$ cat config.mk
export PLATFORM = sky130hd
export DESIGN_NAME = fetch_queue
export DESIGN_NICKNAME = d
export VERILOG_FILES = /design/src/rtl/fetch_queue.sv
export SDC_FILE = /design/constraint.sdc
export NUM_CORES = 1
export LEC_CHECK = 0
export ABC_AREA = 1
export BUFFER_PORTS_ARGS = -buffer_cell sky130_fd_sc_hd__buf_2
export CORE_UTILIZATION = 40
export CTS_CLUSTER_SIZE = 12
export DETAILED_ROUTE_END_ITERATION = 8
export SLEW_MARGIN = 5
export SYNTH_ARGS = -nofsm -noshare
export SYNTH_HDL_FRONTEND = slang
export SYNTH_SLANG_ARGS = --single-unit
$ cat constraint.sdc
create_clock -name clk -period 6.3 [get_ports clk]
set_clock_uncertainty 0.2 [all_clocks]
set_input_delay 0.63 -clock clk [delete_from_list [all_inputs] [get_ports clk]]
set_output_delay 0.63 -clock clk [all_outputs]
set_load 0.1 [all_outputs]
$ cat src/rtl/fetch_queue.sv
// Instruction-fetch front end with a prefetch FIFO.
// Drives the fetch PC to a combinational instruction memory, buffers up to
// DEPTH {inst, pc} entries and hands them to decode over valid/ready.
// A redirect flushes the buffer and retargets the fetch PC.
module fetch_queue #(
    parameter int unsigned           WIDTH    = 32,
    parameter int unsigned           DEPTH    = 4,
    parameter logic [WIDTH-1:0]      RESET_PC = '0,
    parameter logic [WIDTH-1:0]      PC_STEP  = WIDTH'(4)
) (
    input  logic                     clk,
    input  logic                     rst,          // asynchronous, active-low
    input  logic                     fetch_en,
    output logic [WIDTH-1:0]         imem_addr,
    input  logic [WIDTH-1:0]         imem_inst,
    input  logic                     redirect,
    input  logic [WIDTH-1:0]         redirect_pc,
    output logic                     out_valid,
    input  logic                     out_ready,
    output logic [WIDTH-1:0]         out_inst,
    output logic [WIDTH-1:0]         out_pc,
    output logic [WIDTH-1:0]         out_pcplus4,
    output logic [$clog2(DEPTH):0]   count
);

    localparam int unsigned AW = $clog2(DEPTH);
    localparam int unsigned CW = AW + 1;

    logic [WIDTH-1:0] r_fpc;
    logic [AW-1:0]    r_rd_ptr;
    logic [AW-1:0]    r_wr_ptr;
    logic [CW-1:0]    r_count;
    logic [WIDTH-1:0] r_inst_mem [DEPTH];
    logic [WIDTH-1:0] r_pc_mem   [DEPTH];

    logic w_full;
    logic w_empty;
    logic w_pop;
    logic w_push;

    // Handshake and occupancy decode; redirect blocks every transfer.
    always_comb begin
        w_full    = (r_count == CW'(DEPTH));
        w_empty   = (r_count == '0);
        out_valid = ~w_empty & ~redirect;
        w_pop     = out_valid & out_ready;
        w_push    = fetch_en & ~redirect & (~w_full | w_pop);
    end

    // Fetch PC, pointers and occupancy; redirect overrides push and pop.
    always_ff @(posedge clk or negedge rst) begin
        if (!rst) begin
            r_fpc    <= RESET_PC;
            r_rd_ptr <= '0;
            r_wr_ptr <= '0;
            r_count  <= '0;
        end else if (redirect) begin
            r_fpc    <= redirect_pc;
            r_rd_ptr <= '0;
            r_wr_ptr <= '0;
            r_count  <= '0;
        end else begin
            if (w_push) begin
                r_fpc    <= r_fpc + PC_STEP;
                r_wr_ptr <= r_wr_ptr + AW'(1);
            end
            if (w_pop) begin
                r_rd_ptr <= r_rd_ptr + AW'(1);
            end
            if (w_push && !w_pop) begin
                r_count <= r_count + CW'(1);
            end else if (!w_push && w_pop) begin
                r_count <= r_count - CW'(1);
            end
        end
    end

    // Entry storage is deliberately left out of reset; validity lives in r_count.
    always_ff @(posedge clk) begin
        if (w_push) begin
            r_inst_mem[r_wr_ptr] <= imem_inst;
            r_pc_mem[r_wr_ptr]   <= r_fpc;
        end
    end

    // Fetch address and head-of-queue outputs.
    always_comb begin
        imem_addr   = r_fpc;
        count       = r_count;
        out_inst    = r_inst_mem[r_rd_ptr];
        out_pc      = r_pc_mem[r_rd_ptr];
        out_pcplus4 = r_pc_mem[r_rd_ptr] + PC_STEP;
    end

endmodule

# --- Word-level counts from Yosys, hierarchy flattened ---
# Memories as Yosys holds them, arrays and structs flattened.
# Index checks and enable logic that the tools add are counted.
op_classes:
  n_addsub: 6
  n_eq_ne: 1
  mux: 11
  bitwise_logic: 8
  reduce_logical: 8
ops:
  columns: ["op", "count"]
  rows:
  - ["32-bit by 3-bit adder with 32-bit output, second input constant", 2]
  - ["32-bit 2-to-1 mux", 2]
  - ["3-bit 2-to-1 mux", 3]
  - ["2-bit 2-to-1 mux", 4]
  - ["2-bit by 1-bit adder with 2-bit output, second input constant", 2]
  - ["1-bit AND", 4]
  - ["2-bit nonzero test", 2]
  - ["3-bit by 1-bit adder with 3-bit output, second input constant", 1]
  - ["3-bit equality test, second input constant", 1]
  - ["3-bit zero test", 1]
  - ["1-bit NOT", 3]
  - ["3-bit nonzero test", 1]
  - ["3-bit by 1-bit subtractor with 3-bit output, second input constant", 1]
  - ["1-bit logical AND", 2]
  - ["1-bit zero test", 2]
  - ["1-bit 2-to-1 mux", 2]
  - ["1-bit bitwise OR", 1]
totals:
  ff_bits: 39
  ramBits: 256
  input_bits: 69
  out_inout_bits: 132
  wordCells: 40
  n_memories: 2
memory_table:
  columns: ["name", "words", "width", "rd", "rd_ports_with_merged_regs", "write_ports", "line", "source"]
  rows:
  - ["r_inst_mem", 4, 32, 1, 0, 1, "33", "logic [WIDTH-1:0] r_inst_mem [DEPTH];"]
  - ["r_pc_mem", 4, 32, 1, 0, 1, "34", "logic [WIDTH-1:0] r_pc_mem [DEPTH];"]

# --- Depth between registers and ports, before layout ---
# Gate-level depths: netlist of the first run.
logic_depth:
  depth_word: 11
  ltp_mapped: 15

# --- Least setup slack after synthesis of the first run ---
# OpenSTA, ideal clock, no wires.
synth_path:
  path_kind: "register -> register"
  from: "reg r_count[0] (netlist: count[0])"
  to: "mem r_inst_mem[0][0], enable pin"
  setup_ns: 0.486
  arrival_ns: 4.608
  setup_slack_ns: 1.006
  path_stages_with_launch: 8
  synth_period_minus_slack_ns: 5.294
  cell_sequence: "dfrtp_1 -> inv_1 -> nand3_1 -> nand3_1 -> nand4_2 -> nand2_2 -> buf_2 -> nor2_1"
synth_between:
  elab_chain_len: 8
  elab_cells_between_ends: 10
  classes_between: "1 x eq/ne; 2 x mux; 6 x bitwise; 1 x reduce/logical"
synth_rtl:
  columns: ["element", "line", "source"]
  rows:
  - ["from (decl)", "32", "logic [CW-1:0] r_count;"]
  - ["from (signal assigned)", "71", "r_count <= r_count + CW'(1);"]
  - ["from (signal assigned)", "73", "r_count <= r_count - CW'(1);"]
  - ["3-bit zero test", "44", "w_empty = (r_count == '0);"]
  - ["1-bit NOT", "45", "out_valid = ~w_empty & ~redirect;"]
  - ["1-bit AND", "45", null]
  - ["1-bit AND", "46", "w_pop = out_valid & out_ready;"]
  - ["1-bit bitwise OR *", "47", "w_push = fetch_en & ~redirect & (~w_full | w_pop);"]
  - ["1-bit AND *", "47", null]
  - ["1-bit 2-to-1 mux *", "80", "if (w_push) begin"]
  - ["1-bit 2-to-1 mux (not written as such) *", "81", "r_inst_mem[r_wr_ptr] <= imem_inst;"]
  - ["to (decl)", "33", null]
# Mark *: on every way between the ends. The rest lies on a longest branch, timed or not.

# --- Final worst setup path of the first run ---
layout_path:
  from: "reg r_rd_ptr[0]"
  to: "out out_pcplus4[18]"
layout_between:
  elab_chain_len: 2
layout_rtl:
  columns: ["element", "line", "source"]
  rows:
  - ["from (decl)", "30", "logic [AW-1:0] r_rd_ptr;"]
  - ["from (signal assigned)", "68", "r_rd_ptr <= r_rd_ptr + AW'(1);"]
  - ["memory read 4 x 32 bit", null, null]
  - ["32-bit by 3-bit adder with 32-bit output", "92", "out_pcplus4 = r_pc_mem[r_rd_ptr] + PC_STEP;"]
  - ["to (decl)", "22", "output logic [WIDTH-1:0] out_pcplus4,"]
# No other way between the ends.

==> results of run 1 <==
==> final cells by class <==
cell class,count,area [µm²],share of cell area (%)
sequential,295,8670,53.8
multi-input combinational,984,4520,28.0
timing repair buffer,208,1060,6.58
clock buffer,52,873,5.42
tap,448,561,3.48
inverter,94,360,2.23
clock inverter,4,83.8,0.520
antenna,1,2.50,0.0155
==> registers in the layout (all words and copies together), names as in the netlist <==
name,flops
r_inst_mem,128
r_pc_mem,128
imem_addr,32
count,3
r_rd_ptr,2
r_wr_ptr,2
==> worst max-delay path by stage <==
stage                 from               end  slack (ps)  cells after the start
2_1_floorplan     count[0]  r_inst_mem[0][0]        1010                      7
3_3_place_gp   r_rd_ptr[0]   out_pcplus4[18]        1940                     13
3_5_place_dp   r_rd_ptr[0]   out_pcplus4[18]        1850                     13
4_1_cts        r_rd_ptr[0]   out_pcplus4[18]        1240                     13
5_1_grt        r_rd_ptr[0]   out_pcplus4[18]         910                     13
6_report       r_rd_ptr[0]   out_pcplus4[18]        1220                     13
==> metal layers <==
metal  vias to the layer above  track usage [%]  share of wire, %
met1                      4877             28.3                46
li1                       5180                -                 -
met3                        69             3.05               6.5
met4                         2             6.54               2.7
met5                         -                0             0.036
met2                       351             31.5                45
==> logic make-up after synthesis <==
family / after synthesis / share of synthesized area [%]
compound gates: 147 / 5.89
simple gates: 799 / 23.8
buf+inv: 152 / 5.09
flops: 295 / 62.5
fa+ha+maj: 7 / 0.686
xor+xnor: 31 / 1.96
==> through the flow <==
step / cells / setup slack (ps) / hold slack [ps] / utilization (%)
2_1_floorplan: 1431 / 1010 / 134 / -
3_3_place_gp: 2029 / 1940 / 349 / 44.9
3_5_place_dp: 2029 / 1850 / 345 / 44.9
4_1_cts: 2085 / 1240 / 52.2 / 47.7
5_1_grt: 2085 / 908 / 75.5 / 47.7
6_report: 2086 / 1220 / 38.3 / 47.7
==> synthesized netlist by cell type (3+ instances only) <==
library cell	count
nand4_1	16
nor3_1	12
clkbuf_1	24
nand3_1	103
ha_1	6
o22ai_1	35
buf_6	7
nor2_1	171
inv_2	3
buf_2	15
buf_4	9
xor2_1	27
edfxtp_1	256
nor2_2	16
nand2_1	457
xnor2_1	4
o21ai_0	93
nand2_2	19
a21oi_1	4
inv_1	90
dfrtp_1	39
o211ai_1	9
a21boi_0	3
==> critical path, cell delays in order (launching register included) <==
cell and delay [ps]:
dfrtp_4 760, inv_8 650, nor2_1 90, nor2_1 100
o21ai_0 80, nand2_1 210, ha_1 240, inv_1 90
nor2_2 190, nand2_1 160, nor2_2 330, nand2_1 110
xor2_1 140, buf_2 440
==> run_results.csv, run 1 <==
group,metric,value,unit
synthesis,netlist_instances,1431,
global_routing,antenna_found_initial,3,
timing,final_max_slew_viol_count,0,
cells_and_area,nFillCells,3167,
timing,period_share,80.7,%
synthesis,ys_ff_latch,295,
cells_and_area,final_area,0.0161,mm²
detailed_routing,wl,35.7,mm
worst_setup_path,crit_type,"flop to output pin",
synthesis,synth.avg_cell_area,9.68,µm²
cts,clockRootBuffer,"clkbuf_16",
worst_setup_path,cp_data_required_time,5470,ps
detailed_routing,final_antenna_net_count,0,
worst_hold_path,min_path_type,"input pin to async pin",
synthesis,synth-edff-count,256,
synthesis,synth_nets,1507,
floorplan,core_area,0.0338,mm²
worst_setup_path,start_kind,"flop",
floorplan,die_w,188,µm
cells_and_area,drive_gt1_share,18.1,%
placed_design,dpl.hpwl,23.6,mm
cts,clock_latency,550,ps
synthesis,ys_async_sr_fraction,13.2,%
detailed_routing,drc,0,
cts,path_clk_slew,60,ps
run,drv_cap,0,
cells_and_area,area_growth_syn_to_layout,16.4,%
timing,slew_headroom,33.1,%
worst_setup_path,arrival,4250,ps
placed_design,placed_area,0.0152,mm²
cts,cts_buffers,30,
worst_setup_path,cp_max_fo,133,
synthesis,yosysWarnings,0,
floorplan,initial_core_util,41.0,%
detailed_routing,wl_per_cell,17.1,µm
synthesis,yosysTopAreaCell,"edfxtp_1",
detailed_routing,vias_per_cell,5.02,
global_routing,grt_max_degree,134,
global_routing,grt_pass1_wl,55.4,mm
timing,tightest_slew,1000,ps
timing,finalCriticalPeriod,5080,ps
floorplan,io_pins,201,
detailed_routing,via_count,10500,
floorplan,dieArea,0.0354,mm²
worst_setup_path,reg2regPathDepth,7,
synthesis,ys.flop_type,"edfxtp_1",
timing,hold_viol,0,
timing,grt_setup_unrepaired,"no",
worst_setup_path,reg2reg_to,"r_inst_mem[3][14]",
worst_setup_path,reg2reg_from,"count[2]",
synthesis,synth.area.top_cells,"edfxtp_1 (55%), nand2_1 (12%), dfrtp_1 (7.0%)",
timing,fmax,0.197,GHz
synthesis,yosysSeqAreaShare,62.5,%
cells_and_area,layout_commonest_cell,"nand2_1",
floorplan,fp.dieH,188,µm
detailed_routing,first_pass_iters,5,
cts,cts_tree,"done",
cts,htreeDepth,1,
global_routing,grt_usage,20.0,%
synthesis,synth_top_area_share,55.5,%
cells_and_area,final_cell_mix,"nand2_1 (457), edfxtp_1 (256), buf_2 (200), nor2_1 (167), nand3_1 (103)",
worst_setup_path,end_kind,"output pin",
global_routing,grt_pass1_vias,10100,
floorplan,fp-row-count,67,
cts,cts_resized,0,
cts,cts.sinks,295,
timing,setup_viol,0,
detailed_routing,drtIter0Drc,755,
placed_design,gp_congestion,0.909,
synthesis,synth_area,0.0139,mm²
outcome,status,"finished clean",
cts,hold_buffers,0,
global_routing,grt.overflow.total,0,
cts,cts_max_path_buffers,3,
cells_and_area,finalNetCount,1689,
worst_setup_path,rrSetupSlack,3120,ps
synthesis,ys_types,33,
timing,setup_tns,0,ps
placed_design,io_buffers,200,
cts,cts_setup_buffers,0,
Power of run 1 is not shown: default switching activity piles up to over one toggle a cycle in this logic, so the estimate is an artifact.
==> run 2: changes to the inputs <==
- ABC_AREA: 1 -> 0
- clock period: 6.3 -> 4.9 ns (I/O delays scaled with it)
==> run_results.csv, run 2 <==
group,metric,value,unit
cells_and_area,area_growth_syn_to_layout,24.4,%
cells_and_area,final_area,0.0151,mm²
global_routing,grt_pass1_wl,41.1,mm
placed_design,dp_cells,1243,
pwr,netSwitchingFraction,39.0,%
placed_design,placed_area,0.0135,mm²
placed_design,gp_congestion,0.770,
floorplan,die_w,176,µm
worst_hold_path,min_path_type,"input pin to flop",
worst_setup_path,arrival,3710,ps
detailed_routing,wl,26.6,mm
pwr,power_density,503,mW/mm²
synthesis,yosysMostFrequentCell,"edfxtp_1",
synthesis,ys_ff_latch,295,
worst_setup_path,cp_cell_sequence,"buf_4 > mux4_2 > nand4_4 > nor3_4 > nand3_1 > xnor2_1 > buf_2",
global_routing,grt_pass1_vias,7154,
floorplan,fp.dieH,176,µm
pwr,p_clk_share,28.8,%
timing,fmax,0.227,GHz
cells_and_area,num_antenna_cells,0,
timing,setup_viol,0,
global_routing,grt_usage,17.3,%
worst_setup_path,end_kind,"output pin",
global_routing,grt.overflow.total,0,
floorplan,initial_core_util,40.8,%
floorplan,dieArea,0.0310,mm²
cells_and_area,fin_util,50.8,%
cells_and_area,seqCellArea,0.00867,mm²
pwr,power.share.combinational,32.0,%
cts,cts_resized,0,
pwr,p_leak,5.31,nW
global_routing,grt_max_degree,65,
synthesis,synth_nets,752,
floorplan,fp-row-count,63,
detailed_routing,drtIter0Drc,442,
placed_design,dpl.hpwl,16.5,mm
timing,finalCriticalPeriod,4400,ps
worst_setup_path,cp_max_fo,34,
synthesis,ys.flop_type,"edfxtp_1",
timing,grt_setup_unrepaired,"no",
synthesis,yosysWarnings,0,
detailed_routing,via_count,6992,
timing,tightest_slew,1050,ps
synthesis,synth_top_area_share,63.4,%
floorplan,core_area,0.0297,mm²
worst_setup_path,rrSetupSlack,2040,ps
timing,whs,36.4,ps
cts,htreeDepth,1,
global_routing,antenna_found_initial,0,
detailed_routing,drc,0,
pwr,max-vdd-ir-drop,0.000525,V
placed_design,dp_slack,992,ps
synthesis,yosysTopAreaCell,"edfxtp_1",
synthesis,ys_types,50,
synthesis,yosysSeqAreaShare,71.5,%
synthesis,synth-edff-count,256,
cells_and_area,finalNetCount,1026,
detailed_routing,wl_per_cell,19.6,µm
synthesis,synth.area.top_cells,"edfxtp_1 (63%), mux4_2 (12%), dfrtp_1 (8.1%)",
synthesis,synth_area,0.0121,mm²
detailed_routing,vias_per_cell,5.14,
timing,period_share,89.7,%
run,drv_cap,0,
cells_and_area,final_cell_mix,"edfxtp_1 (256), buf_2 (200), dlygate4sd3_1 (64), mux4_2 (62), nand2_1 (55)",
detailed_routing,final_antenna_net_count,0,
synthesis,netlist_instances,676,
cells_and_area,drive_gt1_share,33.3,%
worst_setup_path,cpPeakStageDelay,630,ps
cts,path_clk_slew,60,ps
cts,cts_tree,"done",
cts,clockRootBuffer,"clkbuf_16",
synthesis,ys_async_sr_fraction,13.2,%
cells_and_area,fin_cells,1360,
cts,cts.sinks,295,
cells_and_area,layout_commonest_cell,"edfxtp_1",
worst_setup_path,cpMaxStageDelayCell,"buf_4",
detailed_routing,first_pass_iters,7,
timing,final_max_slew_viol_count,0,
cts,cts_setup_buffers,0,
pwr,switchingPower,2.96,mW
cts,cts_buffers,31,
timing,hold_viol,0,
synthesis,synth.avg_cell_area,17.9,µm²
floorplan,io_pins,201,
pwr,p_int,4.63,mW
timing,slew_headroom,30.2,%
pwr,power,7.59,mW
cts,hold_buffers,64,
worst_setup_path,cp_data_required_time,4210,ps
timing,setup_tns,0,ps
outcome,status,"finished clean",
cells_and_area,nFillCells,2465,
worst_setup_path,crit_type,"flop to output pin",
cts,clock_latency,550,ps
pwr,p_seq_share,39.2,%
placed_design,io_buffers,200,
worst_setup_path,start_kind,"flop",
cells_and_area,multi_input_area,0.00324,mm²
timing,layout_setup_ws,503,ps
synthesis,yosys-top-cells-count,"edfxtp_1 (256), mux4_2 (62), nand2_1 (55)",
cts,cts_max_path_buffers,3,
[run 2: cell count changes in the layout (fill, tap and decap cells not counted), moves of 35 or more]
cell / previous run / this run
nand2_1: 457 / 55
nor2_1: 167 / 21
mux4_2: 0 / 62
o22ai_1: 35 / 0
o21ai_0: 93 / 24
inv_1: 89 / 16
dlygate4sd3_1: 0 / 64
xnor2_1: 4 / 45
nand3_1: 103 / 17
[run 2: cell families (layout without fill, tap and decap cells)]
logic type / after synthesis / in the layout / synth area share (%)
xor gates and xnor gates: 55 / 55 / 3.97
adders and majority gates: 7 / 7 / 0.784
DFF: 295 / 295 / 71.5
and+or+nand+nor: 169 / 169 / 7.69
buffers and inverters: 46 / 340 / 1.98
muxes: 70 / 70 / 12.5
AOI/OAI and AO/OA: 34 / 34 / 1.64
[run 2: worst max-delay path: cells and delay by family (launching register included)]
family / cells / cell delay (ps)
xor gates and xnor gates: 1 / 220
buffers and inverters: 2 / 1090
DFF: 1 / 530
muxes: 1 / 470
and+or+nand+nor: 3 / 810
[run 2: final timing paths]
kind,to,cells after the start,start
max in group asynchronous,r_rd_ptr[1],2,rst
worst min register to register,r_pc_mem[1][1],0,imem_addr[1]
worst max register to register,r_inst_mem[0][16],3,count[2]
min in group asynchronous,count[2],2,rst
worst min-delay path,imem_addr[31],3,redirect_pc[31]
worst max-delay path,out_pcplus4[27],7,r_rd_ptr[0]
[run 2: final cells by class]
class,instances,area share (%)
Clock buffer,43,5.57
Multi-Input combinational cell,335,21.5
Clock inverter,10,0.639
Tap cell,390,3.23
Timing Repair Buffer,270,11.2
Sequential cell,295,57.5
Inverter,17,0.423
[run 2: layer usage]
metal | part of all wire (%) | up-vias | GRT usage [%]
li1 | - | 3205 | -
met1 | 46 | 3534 | 24.4
met2 | 48 | 221 | 28.5
met3 | 4.7 | 32 | 2.41
met4 | 1.9 | 0 | 3.80
met5 | 0 | - | 0
[run 2: power groups by stage]
stage / Sequential (mW) / Combinational, mW / Clock (mW)
2_1_floorplan: 3.21 / 1.85 / 0
3_3_place_gp: 3.02 / 2.40 / 0
3_5_place_dp: 3.03 / 2.40 / 0
4_1_cts: 2.98 / 2.45 / 2.23
5_1_grt: 2.99 / 2.52 / 2.31
6_report: 2.98 / 2.43 / 2.18
Note: power is estimated with default switching activity, not from simulation.
